### src/rtl/vga_scan_ctrl.sv
// VGA raster scan controller: pixel divider, h/v counters, sync/blank decode, line prefetch handshake.
// Optional sticky vblank interrupt is built when VGA_SCAN_IRQ_EN is defined.
`timescale 1ns/1ps
module vga_scan_ctrl #(
  parameter int   HACTIVE  = 640,
  parameter int   HFP      = 16,
  parameter int   HSYNC    = 96,
  parameter int   HBP      = 48,
  parameter int   VACTIVE  = 480,
  parameter int   VFP      = 10,
  parameter int   VSYNC    = 2,
  parameter int   VBP      = 33,
  parameter int   CLK_DIV  = 2,
  parameter logic SYNC_POL = 1'b0,
  localparam int  HTOTAL   = HACTIVE + HFP + HSYNC + HBP,
  localparam int  VTOTAL   = VACTIVE + VFP + VSYNC + VBP,
  localparam int  HW       = $clog2(HTOTAL),
  localparam int  VW       = $clog2(VTOTAL)
) (
  input  logic          clk,
  input  logic          reset,
  input  logic          en,
  input  logic          irq_clr,
  output logic [HW-1:0] hcount,
  output logic [VW-1:0] vcount,
  output logic          VGA_CLK,
  output logic          VGA_HS,
  output logic          VGA_VS,
  output logic          VGA_BLANK_n,
  output logic          VGA_SYNC_n,
  output logic          line_start,
  output logic [VW-1:0] line_y,
  output logic          swap,
  output logic [15:0]   frame_cnt,
  output logic          irq
);

  localparam int DW = $clog2(CLK_DIV);

  localparam logic [DW-1:0] DIV_LAST = DW'(CLK_DIV - 1);
  localparam logic [DW-1:0] DIV_HALF = DW'(CLK_DIV / 2);
  localparam logic [HW-1:0] H_LAST   = HW'(HTOTAL - 1);
  localparam logic [HW-1:0] H_ACT    = HW'(HACTIVE);
  localparam logic [HW-1:0] HS_BEG   = HW'(HACTIVE + HFP);
  localparam logic [HW-1:0] HS_END   = HW'(HACTIVE + HFP + HSYNC - 1);
  localparam logic [VW-1:0] V_LAST   = VW'(VTOTAL - 1);
  localparam logic [VW-1:0] V_ACT    = VW'(VACTIVE);
  localparam logic [VW-1:0] VS_BEG   = VW'(VACTIVE + VFP);
  localparam logic [VW-1:0] VS_END   = VW'(VACTIVE + VFP + VSYNC - 1);

  logic [DW-1:0] div;
  logic          pt;
  logic          h_wrap;
  logic          v_last;
  logic [VW-1:0] nxt;
  logic          hs_act;
  logic          vs_act;

  assign pt     = en && (div == DIV_LAST);
  assign h_wrap = pt && (hcount == H_LAST);
  assign v_last = (vcount == V_LAST);
  assign nxt    = v_last ? {VW{1'b0}} : vcount + VW'(1);

  // Pixel divider and raster counters; disabling the scan parks everything at the origin.
  always_ff @(posedge clk or posedge reset) begin
    if (reset) begin
      div    <= {DW{1'b0}};
      hcount <= {HW{1'b0}};
      vcount <= {VW{1'b0}};
    end else if (!en) begin
      div    <= {DW{1'b0}};
      hcount <= {HW{1'b0}};
      vcount <= {VW{1'b0}};
    end else begin
      div <= pt ? {DW{1'b0}} : div + DW'(1);
      if (pt) begin
        if (hcount == H_LAST) begin
          hcount <= {HW{1'b0}};
          vcount <= nxt;
        end else begin
          hcount <= hcount + HW'(1);
        end
      end
    end
  end

  // Bank select flips at each handover into an active line; frame counter bumps on vertical wrap.
  always_ff @(posedge clk or posedge reset) begin
    if (reset) begin
      swap      <= 1'b0;
      frame_cnt <= 16'd0;
    end else begin
      if (h_wrap && (nxt < V_ACT)) begin
        swap <= ~swap;
      end
      if (h_wrap && v_last) begin
        frame_cnt <= frame_cnt + 16'd1;
      end
    end
  end

  // Monitor-side decode taken straight from the counter registers.
  always_comb begin
    hs_act      = (hcount >= HS_BEG) && (hcount <= HS_END);
    vs_act      = (vcount >= VS_BEG) && (vcount <= VS_END);
    VGA_HS      = hs_act ? SYNC_POL : ~SYNC_POL;
    VGA_VS      = vs_act ? SYNC_POL : ~SYNC_POL;
    VGA_BLANK_n = (hcount < H_ACT) && (vcount < V_ACT) && en;
    VGA_SYNC_n  = 1'b0;
    VGA_CLK     = (div >= DIV_HALF);
  end

  // Counters sit at the origin during reset, so the pulse must be masked explicitly there.
  always_comb begin
    line_start = !reset && en && (hcount == {HW{1'b0}}) && (div == {DW{1'b0}}) && (nxt < V_ACT);
    line_y     = nxt;
  end

`ifdef VGA_SCAN_IRQ_EN
  logic irq_set;

  assign irq_set = h_wrap && (nxt == V_ACT);

  // Sticky vblank flag; a set in the same cycle as a clear takes priority.
  always_ff @(posedge clk or posedge reset) begin
    if (reset) begin
      irq <= 1'b0;
    end else if (irq_set) begin
      irq <= 1'b1;
    end else if (irq_clr) begin
      irq <= 1'b0;
    end
  end
`else
  logic unused_irq_clr;

  assign unused_irq_clr = irq_clr;
  assign irq            = 1'b0;
`endif

endmodule

### config.mk
export PLATFORM = sky130hd
export DESIGN_NAME = vga_scan_ctrl
export DESIGN_NICKNAME = d
export VERILOG_FILES = /design/src/rtl/vga_scan_ctrl.sv
export SDC_FILE = /design/constraint.sdc
export NUM_CORES = 1
export LEC_CHECK = 0
export ABC_AREA = 1
export CORE_ASPECT_RATIO = 0.75
export CORE_MARGIN = 2
export CORE_UTILIZATION = 45
export CTS_CLUSTER_SIZE = 12
export DETAILED_ROUTE_END_ITERATION = 8
export DONT_BUFFER_PORTS = 1
export SETUP_SLACK_MARGIN = 0.02
export SLEW_MARGIN = 10
export SYNTH_ARGS = -nofsm -noshare
export SYNTH_HDL_FRONTEND = slang
export SYNTH_SLANG_ARGS = --single-unit
### constraint.sdc
create_clock -name clk -period 3.8 [get_ports clk]
set_input_delay 0.38 -clock clk [delete_from_list [all_inputs] [get_ports clk]]
set_output_delay 0.38 -clock clk [all_outputs]
set_load 0.02 [all_outputs]
==> metrics.txt <==
Mapped Area 2359 µm²; TritonCTS buffer count 5; Async S/R FF share, synth 1.000; area share of fa/ha/maj cells after synthesis 0.03183; Post-Place Worst Slack 1.118 ns; Setup-failing EPs final 0; via count between 2000 and 2500; Post-Route WL 5343 µm; die height roughly 67 µm; CTS tree done; post-synthesis sequential area ratio 0.4032; post-synthesis mux area share 0; global route overflow 0; CP startpoint kind register; Final Hold Fails 0; top post-synthesis cells by area dfrtp_1, nand2_1, inv_1; Post-Syn Instances 314; cts hold-fix bufs 0; critical path type reg -> out; worst setup margin 0.7992 ns; number of global-route vias before repair 1815; max incr delay on CP 0.56 ns; Pre-Repair DR Iteration Count 4; Initial Util 0.4734; time the worst path needs with I/O delays and setup 3.001 ns; Yosys reg bits 38; GRT Total Usage 0.1982; worst skew pair latency around 0.28 ns; CP Data Required Time 3.42 ns; RSZ-0062 raised after global routing no; CP max-delay cell dfrtp_1; Syn Area/Cell 7.511 µm²; Resized cells post-CTS 0; Iter 0 DRT Violations 192; fin crit share 0.7897; Compound-Gate Fraction of Synth Area 0.09231; CP arrival 2.62 ns; max-cap viol count 0; Placed Area ~2400 µm²; Final #Nets 328; worst hold-check path type in -> async; Pleak around 0.0013 µW; Crit Path Max Fanout 7; crit path capture type primary output; largest net degree at the start of global routing 40; dpl hpwl roughly 4000 µm; initial antenna violation count 0; H-tree depth 2; main combinational cell family by area after synthesis simple AND/OR/NAND/NOR gates; Yosys warnings 0; final instance area 2536 µm²; status completed; Antenna Violating Nets Remaining 0; # fillers 487; WL/cell approximately 14 µm; Residual DRC 0; post-synth top area share 0.4032; clk buf depth 2; share of cells above drive strength 1 0.07233; Final Util 0.5090; port buffer count 0; Post-synth EDFFs 0; clock skew 0.005128 ns; count leader, synth nand2_1; Layout Area Growth over Synthesis 7.533%; antenna cells 0; Die Wd 87.60 µm; worst vdd ir 0.1730 mV; PwrDens 317.2 nW/µm²; leading area contributor after synthesis dfrtp_1; Slew Viols, Final 0; cell with the most instances on the worst path nand2_1; vias per inst 5.164; top cells by count, synth nand2_1, inv_1, dfrtp_1; total die area 5842 µm²; clock-pin slew on the worst setup and hold paths ~0.08 ns; Synth Flop Type dfrtp_1; core area about 5000 µm²; Slew @ Worst Pin between 0.6 and 0.7 ns; Fmax roughly 0.33 GHz; Worst slew margin 0.5316; clock sink count 38; Setup TNS 0 ns; Post-Synth Simple-Gate Area 0.3146; Distinct cells, synth 33; post-CTS setup buffer count 0; Post-Synth XOR/XNOR Area 0.05199; critical-path cell list ha_1 > nand2_1 > nor2_1 > nand3_1 > nand2_1 > inv_1 > nand3_1 > nand2_1 > nor3_1; global-route wire length before repair 9004 µm; Root Buffer clkbuf_8; Final GP Congestion 0.8765; I/O pin cnt 58; FP Rows 22
## through the flow
stage / total power [µW] / hold slack, ns / instances
2_1_floorplan: 454.4 / 0.5414 / 315
3_3_place_gp: 461.4 / 0.4317 / 383
3_5_place_dp: 461.9 / 0.4363 / 383
4_1_cts: 817.6 / 0.1282 / 390
5_1_grt: 840.7 / 0.1497 / 390
6_report: 804.6 / 0.1001 / 390
## state kept, by name (all words and copies together) (netlist names)
register   flops
swap           1
frame_cnt     16
hcount        10
vcount        10
div            1
## cell usage in the layout, fill, tap and decap left out, types with 9 or more instances in the layout
cell and count:
inv_1 54, xor2_1 10, nand2_1 64, nor2_1 28, dfrtp_1 38, o22ai_1 9
nand3_1 31, nor3_1 17, o21ai_0 11
## final cells by class
cell class                      instances  area, µm²  area share
Clock buffer                            6      82.58     0.03256
Clock inverter                          1      30.03     0.01184
Inverter                               56      210.2     0.08288
Multi-Input combinational cell        216       1165      0.4593
Sequential cell                        38      950.9      0.3749
Tap cell                               72      90.09     0.03552
Timing Repair Buffer                    1      7.507    0.002960
## power by group
part	switching (µW)	leakage [µW]	internal (µW)	total, µW
Clock	142	0.0000573	210	352
Combinational	26.3	0.000713	8.55	34.9
Sequential	9.78	0.000492	408	417
## cells by family after synthesis
kind of cell,after synthesis
AO/OA/AOI/OAI,35
XOR/XNOR,14
adder cells (fa/ha/maj),6
buffers and inverters,61
flip-flops,38
other,1
AND/OR/NAND/NOR,159
## final timing paths
check                                                 to  slack, ns                  start  depth (start not counted)
min in group clk                   hcount[1]$_DFFE_PP0P_       0.26                     en                          2
worst max-delay path                          line_start       0.80  vcount[1]$_DFFE_PP0P_                          9
max in group asynchronous       frame_cnt[6]$_DFFE_PP0P_       3.33                  reset                          2
worst min register to register          swap$_DFFE_PP0P_       0.67       swap$_DFFE_PP0P_                          2
worst max register to register          swap$_DFFE_PP0P_       1.76  vcount[1]$_DFFE_PP0P_                         10
worst min-delay path            frame_cnt[2]$_DFFE_PP0P_       0.10                  reset                          2
## critical path, delay by kind of cell, from the launching register on
family / cells / cell delay [ns]
adders and majority gates: 1 / 0.26
and+or+nand+nor: 7 / 1.41
buffers and inverters: 1 / 0.12
DFF: 1 / 0.56
## layer usage
layer / routed length, µm / up-vias / GRT usage
met3: 390 / 2 / 0.06320
met1: 2773 / 938 / 0.2930
met4: 16 / 0 / 0.03462
met5: 0 / - / 0
met2: 2162 / 59 / 0.2841
li1: - / 1015 / -
(Power assumes the default switching activity.)
